--- src/rtl/c2sif_arb.sv ---
// c2sif_arb -- round-robin arbiter that connects NREQ scenario requesters to a
// single shared driver channel. It serves one transaction at a time through a
// four-phase handshake on both sides, and it has a watchdog on the downstream
// handshake.
//
// Ports
//   clk, rst                : clock, asynchronous active-low reset
//   up_req  / up_ack        : per-requester request / acknowledge levels
//   up_id / up_fn / up_wdata: packed request fields, slice i = requester i
//   up_rdata / up_ret       : response returned to the granted requester
//   dn_req  / dn_ack        : shared driver channel handshake
//   dn_id / dn_fn / dn_wdata: latched fields of the granted request
//   dn_rdata / dn_ret       : driver response fields
//   gnt                     : one-hot index of the requester being served
//   tmo_err                 : sticky downstream timeout flag
module c2sif_arb #(
    parameter int NREQ = 4,
    parameter int DW   = 32,
    parameter int IDW  = 8,
    parameter int FNW  = 8,
    parameter int TMO  = 255
) (
    input  logic                clk,
    input  logic                rst,
    input  logic [NREQ-1:0]     up_req,
    output logic [NREQ-1:0]     up_ack,
    input  logic [NREQ*IDW-1:0] up_id,
    input  logic [NREQ*FNW-1:0] up_fn,
    input  logic [NREQ*DW-1:0]  up_wdata,
    output logic [DW-1:0]       up_rdata,
    output logic [DW-1:0]       up_ret,
    output logic                dn_req,
    input  logic                dn_ack,
    output logic [IDW-1:0]      dn_id,
    output logic [FNW-1:0]      dn_fn,
    output logic [DW-1:0]       dn_wdata,
    input  logic [DW-1:0]       dn_rdata,
    input  logic [DW-1:0]       dn_ret,
    output logic [NREQ-1:0]     gnt,
    output logic                tmo_err
);

    localparam int IW = (NREQ > 1) ? $clog2(NREQ) : 1;
    localparam int CW = $clog2(TMO + 1);

    typedef enum logic [1:0] {IDLE, DREQ, DREL, UACK} state_t;

    state_t             state_reg, state_next;
    logic [IW-1:0]      idx_reg, idx_next;
    logic [IW-1:0]      last_reg, last_next;
    logic [CW-1:0]      cnt_reg, cnt_next;
    logic [NREQ-1:0]    up_ack_reg, up_ack_next;
    logic [NREQ-1:0]    gnt_reg, gnt_next;
    logic [DW-1:0]      up_rdata_reg, up_rdata_next;
    logic [DW-1:0]      up_ret_reg, up_ret_next;
    logic               dn_req_reg, dn_req_next;
    logic [IDW-1:0]     dn_id_reg, dn_id_next;
    logic [FNW-1:0]     dn_fn_reg, dn_fn_next;
    logic [DW-1:0]      dn_wdata_reg, dn_wdata_next;
    logic               tmo_err_reg, tmo_err_next;

    // Unpacked views of the packed request fields.
    logic [IDW-1:0] id_arr    [NREQ];
    logic [FNW-1:0] fn_arr    [NREQ];
    logic [DW-1:0]  wdata_arr [NREQ];

    genvar gi;
    generate
        for (gi = 0; gi < NREQ; gi++) begin : g_unpack
            assign id_arr[gi]    = up_id[gi*IDW +: IDW];
            assign fn_arr[gi]    = up_fn[gi*FNW +: FNW];
            assign wdata_arr[gi] = up_wdata[gi*DW +: DW];
        end
    endgenerate

    // Round-robin pick: scan from last+1 upward, wrapping, so the requester
    // that was served last has the lowest priority.
    logic          pick_found;
    logic [IW-1:0] pick_idx;
    int            cand;

    always_comb begin
        pick_found = 1'b0;
        pick_idx   = '0;
        cand       = 0;
        for (int k = 1; k <= NREQ; k++) begin
            cand = int'(last_reg) + k;
            if (cand >= NREQ) cand = cand - NREQ;
            if (!pick_found && up_req[cand]) begin
                pick_found = 1'b1;
                pick_idx   = cand[IW-1:0];
            end
        end
    end

    always_comb begin
        state_next    = state_reg;
        idx_next      = idx_reg;
        last_next     = last_reg;
        cnt_next      = cnt_reg;
        up_ack_next   = up_ack_reg;
        gnt_next      = gnt_reg;
        up_rdata_next = up_rdata_reg;
        up_ret_next   = up_ret_reg;
        dn_req_next   = dn_req_reg;
        dn_id_next    = dn_id_reg;
        dn_fn_next    = dn_fn_reg;
        dn_wdata_next = dn_wdata_reg;
        tmo_err_next  = tmo_err_reg;

        case (state_reg)
            IDLE: begin
                if (pick_found) begin
                    idx_next      = pick_idx;
                    gnt_next      = NREQ'(1) << pick_idx;
                    dn_id_next    = id_arr[pick_idx];
                    dn_fn_next    = fn_arr[pick_idx];
                    dn_wdata_next = wdata_arr[pick_idx];
                    dn_req_next   = 1'b1;
                    cnt_next      = '0;
                    state_next    = DREQ;
                end
            end
            DREQ: begin
                if (dn_ack) begin
                    up_rdata_next = dn_rdata;
                    up_ret_next   = dn_ret;
                    dn_req_next   = 1'b0;
                    cnt_next      = cnt_reg + 1'b1;
                    state_next    = DREL;
                end else if (cnt_reg == CW'(TMO - 1)) begin
                    dn_req_next   = 1'b0;
                    up_rdata_next = '0;
                    up_ret_next   = '1;
                    tmo_err_next  = 1'b1;
                    up_ack_next   = gnt_reg;
                    state_next    = UACK;
                end else begin
                    cnt_next = cnt_reg + 1'b1;
                end
            end
            DREL: begin
                // The watchdog keeps running here in case the driver never
                // releases its acknowledge.
                if (!dn_ack) begin
                    up_ack_next = gnt_reg;
                    state_next  = UACK;
                end else if (cnt_reg == CW'(TMO - 1)) begin
                    up_rdata_next = '0;
                    up_ret_next   = '1;
                    tmo_err_next  = 1'b1;
                    up_ack_next   = gnt_reg;
                    state_next    = UACK;
                end else begin
                    cnt_next = cnt_reg + 1'b1;
                end
            end
            UACK: begin
                // A requester that already dropped its request leaves after
                // exactly one cycle of acknowledge.
                if (!up_req[idx_reg]) begin
                    up_ack_next = '0;
                    gnt_next    = '0;
                    last_next   = idx_reg;
                    state_next  = IDLE;
                end
            end
            default: state_next = IDLE;
        endcase
    end

    always_ff @(posedge clk or negedge rst) begin
        if (!rst) begin
            state_reg    <= IDLE;
            idx_reg      <= '0;
            last_reg     <= IW'(NREQ - 1);
            cnt_reg      <= '0;
            up_ack_reg   <= '0;
            gnt_reg      <= '0;
            up_rdata_reg <= '0;
            up_ret_reg   <= '0;
            dn_req_reg   <= 1'b0;
            dn_id_reg    <= '0;
            dn_fn_reg    <= '0;
            dn_wdata_reg <= '0;
            tmo_err_reg  <= 1'b0;
        end else begin
            state_reg    <= state_next;
            idx_reg      <= idx_next;
            last_reg     <= last_next;
            cnt_reg      <= cnt_next;
            up_ack_reg   <= up_ack_next;
            gnt_reg      <= gnt_next;
            up_rdata_reg <= up_rdata_next;
            up_ret_reg   <= up_ret_next;
            dn_req_reg   <= dn_req_next;
            dn_id_reg    <= dn_id_next;
            dn_fn_reg    <= dn_fn_next;
            dn_wdata_reg <= dn_wdata_next;
            tmo_err_reg  <= tmo_err_next;
        end
    end

    assign up_ack   = up_ack_reg;
    assign gnt      = gnt_reg;
    assign up_rdata = up_rdata_reg;
    assign up_ret   = up_ret_reg;
    assign dn_req   = dn_req_reg;
    assign dn_id    = dn_id_reg;
    assign dn_fn    = dn_fn_reg;
    assign dn_wdata = dn_wdata_reg;
    assign tmo_err  = tmo_err_reg;

endmodule

--- config.mk ---
export PLATFORM = sky130hd
export DESIGN_NAME = c2sif_arb
export DESIGN_NICKNAME = d
export VERILOG_FILES = /design/src/rtl/c2sif_arb.sv
export SDC_FILE = /design/constraint.sdc
export NUM_CORES = 1
export LEC_CHECK = 0
export ABC_AREA = 1
export CORE_ASPECT_RATIO = 1.25
export CORE_MARGIN = 4
export CORE_UTILIZATION = 35
export DETAILED_ROUTE_END_ITERATION = 10
export PLACE_DENSITY = 0.72
export SLEW_MARGIN = 20
export SYNTH_ARGS = -nofsm -noshare
export SYNTH_HDL_FRONTEND = slang
export SYNTH_SLANG_ARGS = --single-unit
--- constraint.sdc ---
create_clock -name clk -period 3.5 [get_ports clk]
set_clock_uncertainty 0.05 [all_clocks]
set_input_delay 0.7 -clock clk [delete_from_list [all_inputs] [get_ports clk]]
set_output_delay 0.7 -clock clk [all_outputs]
set_load 0.01 [all_outputs]
Yosys cells after proc, flatten, opt, wreduce, memory -nomap -nowiden:

Index checks and enable logic that the tools add are counted.

* bits of input ports: 263
* output and inout port bits: 122
* bits in registers: 136
* word-level logic and storage cells: 134

* bitwise operators: 2
* $lt $le $gt $ge: 10
* reductions and logical operators: 21
* shift operators: 1
* eq/ne operators: 9
* mux-type cells: 69
* add/subtract/negate cells: 9

Operators with widths (number)
* two-way mux 32 bit: 12
* less-than comparator 32 x 4 -> 1 bit, second input constant: 4
* case mux 32 bit (2 select lines): 2
* binary-select mux 32 bit (select 2 bit): 1
* two-way mux 8 bit: 8
* binary-select mux 8 bit (select 2 bit): 2
* case mux 8 bit (3 select lines): 1
* two-way mux 4 bit: 5
* two-way mux 1 bit: 19
* two-way mux 2 bit: 9
* AND reduction 3 bit: 5
* >= comparator 3 bit, second input constant: 4
* case mux 4 bit (3 select lines): 1
* subtractor 3 x 3 -> 4 bit, second input constant: 3
* binary-select mux 1 bit (select 2 bit): 5
* adder 8 x 1 -> 8 bit, second input constant: 1
* equality test 8 bit, second input constant: 1
* inequality test 2 bit, second input constant: 4
* case mux 2 bit (4 select lines): 1
* case mux 4 bit (2 select lines): 1
* AND reduction 2 bit: 4
* adder 2 x 2 -> 3 bit, second input constant: 2
* nonzero test 2 bit: 3
* nonzero test 3 bit: 2
* other kinds (15): 21

Depth between registers and ports, before layout:

Gate-level depths: netlist (run 1).

* word-level depth: 20
* depth in mapped cells: 17
* gate-level depth less buffers: 15

Worst setup path after synthesis (run 1):

OpenSTA, ideal clock, no wires.

* path type: input to register
* start point: in up_req[2]
* end point: reg dn_fn_reg[6], in the netlist dn_fn[6]
* data required time: 3.333 ns
* stages: 14
* path buffers: 2
* setup slack: 1.461 ns
* setup time: 0.117 ns
* data arrival time: 1.872 ns
* cells stage by stage: inv_1 > nand2_1 > nand3_1 > nand2_1 > nor2_4 > nand3_4 > buf_2 > buf_2 > nand3_1 > nand2_1 > nand2_1 > nand2_1 > nand2_1 > nand2_1

* cells in the longest elaborated chain, start to end: 17
* elaborated cells between the ends (all ways): 31
* classes of those cells: mux (23); bitwise (1); reduce/logical (7)

RTL lines
* start: declaration: RTL line 25 `input logic [NREQ-1:0] up_req,`
* binary-select mux 1 bit (select 2 bit): RTL line 89 `if (!pick_found && up_req[cand]) begin`
* two-way mux 1 bit (implied by the code) (2 in a row): RTL line 89
* two-way mux 1 bit: RTL line 89
* logical NOT 1 bit: RTL line 89
* logical AND 1 bit: RTL line 89
* two-way mux 1 bit: RTL line 89
* logical NOT 1 bit: RTL line 89
* logical AND 1 bit: RTL line 89
* two-way mux 1 bit: RTL line 89
* logical NOT 1 bit: RTL line 89
* logical AND 1 bit: RTL line 89
* two-way mux 2 bit: RTL line 89
* inverter 2 -> 3 bit (implied by the code): RTL line 117 `dn_fn_next = fn_arr[pick_idx];`
* binary-select mux 8 bit (select 2 bit): RTL line 117
* two-way mux 8 bit (implied by the code) (2 in a row): RTL line 117
* end signal: assignment: RTL line 198 `dn_fn_reg <= dn_fn_next;`
* end: declaration: RTL line 58 `logic [FNW-1:0] dn_fn_reg, dn_fn_next;`

Parallel ways exist; a longest one is shown, timed or not. The select of a mux whose other input is x is not followed.
A chain may end at the register's enable or synchronous reset.

Worst setup path in the final report (run 1):

* start point: reg last_reg[0]
* end point: reg dn_wdata_reg[18], in the netlist dn_wdata[18]

* cells in the longest elaborated chain, start to end: 20
* elaborated cells between the ends (all ways): 47
* classes of those cells: add/sub (8); order compare (4); mux (27); bitwise (1); reduce/logical (7)

RTL lines
* start: declaration: RTL line 50 `logic [IW-1:0] last_reg, last_next;`
* start signal: assignment: RTL line 176 `last_reg <= IW'(NREQ - 1);`
* start signal: assignment: RTL line 190 `last_reg <= last_next;`
* adder 2 x 1 -> 3 bit: RTL line 87 `cand = int'(last_reg) + k;`
* subtractor 3 x 3 -> 4 bit / >= comparator 3 bit (equally long branches): RTL line 88 `if (cand >= NREQ) cand = cand - NREQ;`
* two-way mux 32 bit: RTL line 88
* binary-select mux 1 bit (select 2 bit): RTL line 89
* two-way mux 1 bit (implied by the code) (2 in a row): RTL line 89
* two-way mux 1 bit: RTL line 89
* logical NOT 1 bit: RTL line 89
* logical AND 1 bit: RTL line 89
* [... 2 more ...]
* logical AND 1 bit: RTL line 89
* two-way mux 1 bit: RTL line 89
* logical NOT 1 bit: RTL line 89
* logical AND 1 bit: RTL line 89
* two-way mux 2 bit: RTL line 89
* inverter 2 -> 3 bit (implied by the code): RTL line 118 `dn_wdata_next = wdata_arr[pick_idx];`
* binary-select mux 32 bit (select 2 bit): RTL line 118
* two-way mux 32 bit (implied by the code) (2 in a row): RTL line 118
* end signal: assignment: RTL line 199 `dn_wdata_reg <= dn_wdata_next;`
* end: declaration: RTL line 59 `logic [DW-1:0] dn_wdata_reg, dn_wdata_next;`

Parallel ways exist; a longest one is shown, timed or not. The select of a mux whose other input is x is not followed.

==> results.tsv, run 1 <==
metric	value	unit
type of the worst setup path	reg2reg	
grt total ovfl	0	
GPL Wtd Cong	0.917	
Power per Cell Area	1000	mW/mm2
Slew Viols, Final	0	
CTS tree	done	
Synth Register Bits	136	
Cells after DPL	1663	
Ys Warns	0	
RSZ-0062 raised after global routing	false	
routed vias/inst	4.89	
largest net degree at the start of global routing	97	
post-CTS setup buffer count	0	
mapped cell area	0.00760	mm2
Syn Area/Cell	7.24	um2
MaxCap Viol Count	0	
Post-synth EDFFs	0	
Hold Vio Cnt, Final	0	
GR Util met1	27.8	%
syn_nets	1319	
Max VDD drop	0.789	mV
Netlist cell types	35	
# clock sinks	136	
period utilization	76.2	%
# rows	60	
IO Pins	385	
global-route wire length before repair	45.7	mm
Slew headroom	56.8	%
crit path capture type	flip-flop	
die area	0.0241	mm2
WL/cell	17.5	um
register area share after synthesis	44.8	%
Post-Place Worst Slack	0.457	ns
Skew-Pair Late Insertion Delay	0.42	ns
DR iter-0 viols	441	
CTS Hold Bufs	0	
Critical Path Source Type	flip-flop	
Post-layout nets	1673	
DP HPWL	22.5	mm
vias post-DR	8297	
grt peak-use layer	met2	
Fmax	375	MHz
setup_tns	0	ns
Gates resized, CTS repair	0	
initial antenna violation count	4	
met2 track utilization from global routing	40.8	%
Core Footprint	0.0215	mm2
type of the most critical hold path	in2async	
clock root buffer	clkbuf_16	
status	complete, no violations	
Post-DRT Antenna Nets	0	
leak pwr	5.92	nW
CP arrival	2.96	ns
final worst slack	0.832	ns
I/O Buffers	384	
WL final	29.7	mm
layout cell share with drive strength beyond 1	4.80	%
first-pass iteration count of the detailed router	4	
starting density of the core	35.4	%
Die Y-Extent	173	um
WP data required	3.79	ns
final std cells w/o fill	1697	
vias in the first global route	8120	
post-layout utilization of the core	57.0	%
Hold Slack	0.165	ns
Finish-stage setup viols	0	
DRC	0	
Final min period	2.67	ns
GRT Overall Usage	23.9	%
Clock transition at path regs	0.06	ns
H-tree depth	4	
crit path max fanout	85	
met3 Use GR	9.21	%
ys flop type	dfrtp_1	
cell count after synthesis	1049	
ys async rst share	100	%
worst slew pin tran	0.648	ns
Layout area overhead	61.0	%
Die Width	140	um
clk buf depth	2	
Num CTS Buffers	17	
==> final timing paths <==
path	endpoint	slack, ns	depth (start not counted)	start
setup / recovery	dn_wdata[18]	0.83	15	last_reg[0]
hold / removal	up_rdata[3]	0.16	1	rst
setup reg to reg	dn_wdata[18]	0.83	15	last_reg[0]
hold reg to reg	dn_wdata[16]	0.43	2	dn_wdata[16]
max in group asynchronous	up_ret[2]	2.38	2	rst
min in group clk	dn_wdata[16]	0.43	2	dn_wdata[16]
==> worst max-delay path, stage by stage (launching register included) <==
cell and delay (ns):
dfstp_2 0.66, inv_2 0.13, nand2_1 0.08, nand2_1 0.09, nand2_1 0.12, nand2_2 0.09, nor2_4 0.14, nand3_4 0.12
nand3_4 0.21, buf_12 0.32, nand2_1 0.10, nand2_1 0.14, nand2_1 0.07, nand2_1 0.09, nand2_1 0.05, nand2_1 0.06
==> where the power goes <==
part / internal, mW / total (mW) / leakage, nW / switching, mW
combinational: 3.18 / 7.83 / 3.98 / 4.65
sequential: 2.29 / 2.73 / 1.67 / 0.437
clock: 0.938 / 1.70 / 0.263 / 0.766
total: 6.41 / 12.3 / 5.92 / 5.85
==> stage by stage <==
step	power [mW]	instance area, um2
2_1_floorplan	7.66	7600
3_3_place_gp	10.5	11700
3_5_place_dp	10.6	11700
4_1_cts	12.4	12200
5_1_grt	13.4	12200
6_report	12.3	12200
==> synth_stat cells, types with 3 or more instances <==
cell      count  area, um2
ha_1          7       87.6
clkbuf_1     24       90.1
nand3_1     114        571
o211ai_1      3       22.5
a21oi_1       9       45.0
nor2_1       14       52.6
inv_2         6       22.5
buf_6         4       45.0
o21ai_0      18       90.1
buf_4         3       22.5
inv_1        32        120
a22o_1       32        280
o22a_1       32        280
nand2_1     556       2090
nand4_1       3       18.8
buf_2        30        150
dfrtp_1     134       3350
a31oi_1       4       25.0
==> per-layer routing <==
metal  vias to the layer above  routed length, um
li1                       4107                  -
met1                      3819              11400
met2                       337              14700
met3                        34               2870
met4                         0                667
met5                         -                  0
==> cell usage in the layout (no fill, tap or decap), types with 9 or more instances in the layout <==
cell / n
a22o_1: 32
dfrtp_1: 134
clkdlybuf4s50_1: 383
inv_1: 32
nand2_1: 554
nand3_1: 114
o21ai_0: 18
buf_4: 9
clkbuf_16: 17
a21oi_1: 9
nor2_1: 13
o22a_1: 32
==> cells by family (layout without fill, tap and decap cells) <==
family                   Yosys count  in the layout  share of synthesized area (%)
AO/OA/AOI/OAI                    109            109                           11.0
XOR/XNOR                           1              1                          0.115
adder cells (fa/ha/maj)            7              7                           1.15
buffers and inverters            101            468                           6.03
flip-flops                       136            136                           44.8
other                              0              2                              0
AND/OR/NAND/NOR                  695            695                           36.9
==> layout make-up <==
| cell class | instances | area [um2] |
|---|---|---|
| Sequential cell | 136 | 3410 |
| Multi-Input combinational cell | 812 | 3760 |
| Inverter | 38 | 143 |
| Timing Repair Buffer | 398 | 4010 |
| Fill cell | 2027 | 9240 |
| Tap cell | 279 | 349 |
| Clock buffer | 18 | 429 |
| Antenna cell | 2 | 5.00 |
| Clock inverter | 14 | 130 |
No activity file was read; power rests on OpenSTA's default activity.
==> inputs of run 2 (changes only) <==
clock period = 2.48 ns   (was 3.5 ns; I/O delays follow)
==> run 2 against run 1 <==
Net effect:
- design area increased by 3.0%
- worst setup slack lost 0.62 ns
- sequential share of layout area fell by 0.82 points
- combinational power increased by 55%
- non-clock buffer count is 32 higher
- critical path type unchanged
- largest cell class unchanged
- largest power group unchanged
- highest routed layer unchanged
==> results.tsv, run 2 (synthesized netlist as in run 1, its figures left out) <==
metric	value	unit
CP arrival	2.52	ns
status	complete, no violations	
H-tree depth	4	
Final min period	2.26	ns
period utilization	91.3	%
Finish-stage setup viols	0	
IO Pins	385	
grt total ovfl	0	
layout cell share with drive strength beyond 1	6.91	%
largest net degree at the start of global routing	55	
Layout area overhead	65.8	%
DRC	0	
CP Launch Point	last_reg[0]	
GPL Wtd Cong	0.906	
vias in the first global route	8304	
WP data required	2.74	ns
slowest CP cell	dfstp_2	
Slew headroom	66.8	%
commonest cells after routing, fill and taps aside	nand2_1, clkdlybuf4s50_1, dfrtp_1	
Ant. Diodes	0	
# clock sinks	136	
dpl cell area	0.0119	mm2
DP HPWL	22.9	mm
type of the worst setup path	reg2reg	
GRT Overall Usage	24.2	%
Power per Cell Area	1460	mW/mm2
CP bufs+invs	3	
Non-Filler Cell Area, Final	0.0126	mm2
crit path max fanout	10	
worst slew pin tran	0.498	ns
Post-DRT Antenna Nets	0	
Top delay family on crit path	simple AND/OR/NAND/NOR gates	
I/O Buffers	384	
Skew-Pair Late Insertion Delay	0.42	ns
Post-layout nets	1705	
Die Width	140	um
type of the most critical hold path	reg2reg	
Fmax	442	MHz
Slew Viols, Final	0	
WL/cell	17.4	um
clk buf depth	2	
Critical Path Max Stage Delay	0.59	ns
Power Total	18.3	mW
setup_tns	0	ns
most repeated library cell on the critical path	nand2_1	
Num CTS Buffers	17	
global-route wire length before repair	46.4	mm
starting density of the core	35.4	%
Core Footprint	0.0215	mm2
Die Y-Extent	173	um
crit path capture type	flip-flop	
leak pwr	6.13	nW
WL final	30.0	mm
Hold Slack	0.428	ns
clock root buffer	clkbuf_16	
most common cell after layout, fill and taps aside	nand2_1	
routed vias/inst	4.99	
vias post-DR	8610	
Critical Path Source Type	flip-flop	
die area	0.0241	mm2
post-layout utilization of the core	58.7	%
Hold Vio Cnt, Final	0	
worst reg2reg path startpoint	last_reg[0]	
MaxCap Viol Count	0	
hold_sp	dn_wdata[29]	
CTS tree	done	
DR iter-0 viols	412	
Clock transition at path regs	0.06	ns
# rows	60	
Max VDD drop	0.840	mV
critical path cell sequence	inv_2 -> nand2_1 -> nand2_1 -> nand2_1 -> nand2_2 -> nor2_4 -> nand3_4 -> buf_4 -> buf_4 -> nand3_1 -> nand2_1 -> nand2_1 -> nand2_1 -> nand2_1 -> nand2_1	
initial antenna violation count	1	
first-pass iteration count of the detailed router	5	
run 2: cell types whose count changed in the layout (fill, tap and decap cells not counted), sizes merged:
cell,change
inv,-1
buf,+30
clkinvlp,-1
diode,-2
clkinv,+2
dlygate4sd3,+1
clkbuf,+1
run 2: what timing repair did:
action                                  in CTS  in global routing
endpoints found under the hold margin       50                  0
gates resized for setup                      0                  4
setup buffers                                0                  4
hold buffers                                 1                  0
endpoints found under the setup margin       0                 46
run 2: per-layer routing:
metal | track usage (%) | vias up | share of wire [%]
met5 | 0 | - | 0
met4 | 6.46 | 0 | 2.0
met3 | 7.75 | 34 | 9.0
met2 | 42.0 | 407 | 49
met1 | 29.0 | 3991 | 40
li1 | - | 4178 | -
run 2: area by class of cell:
| class | count | area [um2] |
|---|---|---|
| clock buffers | 18 | 439 |
| inverters | 38 | 143 |
| multi-input cells | 812 | 3760 |
| fillers | 1993 | 8870 |
| repair buffers | 430 | 4380 |
| clock inverters | 14 | 134 |
| well taps | 279 | 349 |
| flip-flops and latches | 136 | 3410 |
run 2: worst paths after layout:
path,endpoint,slack [ns],cells after the start
max,dn_wdata[19],0.22,15
min,dn_wdata[29],0.43,2
max reg2reg,dn_wdata[19],0.22,15
min reg2reg,dn_wdata[29],0.43,2
max in group asynchronous,up_ret[9],1.16,3
min in group asynchronous,up_rdata[3],0.54,2
run 2: report_power, final:
part	internal, mW	switching (mW)	total (mW)	leakage [nW]
sequential	3.23	0.602	3.84	1.67
combinational	5.23	6.82	12.1	4.18
clock	1.35	1.11	2.46	0.273
total	9.82	8.53	18.3	6.13
run 2: stage by stage:
step | instances | setup WS, ns
detailed placement | 1689 | -0.126
global placement | 1689 | -0.0637
floorplan | 1049 | 0.504
CTS | 1722 | 0.0830
finish | 1727 | 0.216
global route | 1727 | -0.00266
run 2: worst min-delay path, delay by kind of cell (launching register included):
kind | cells | cell delay, ns
and+or+nand+nor | 2 | 0.11
DFF | 1 | 0.34
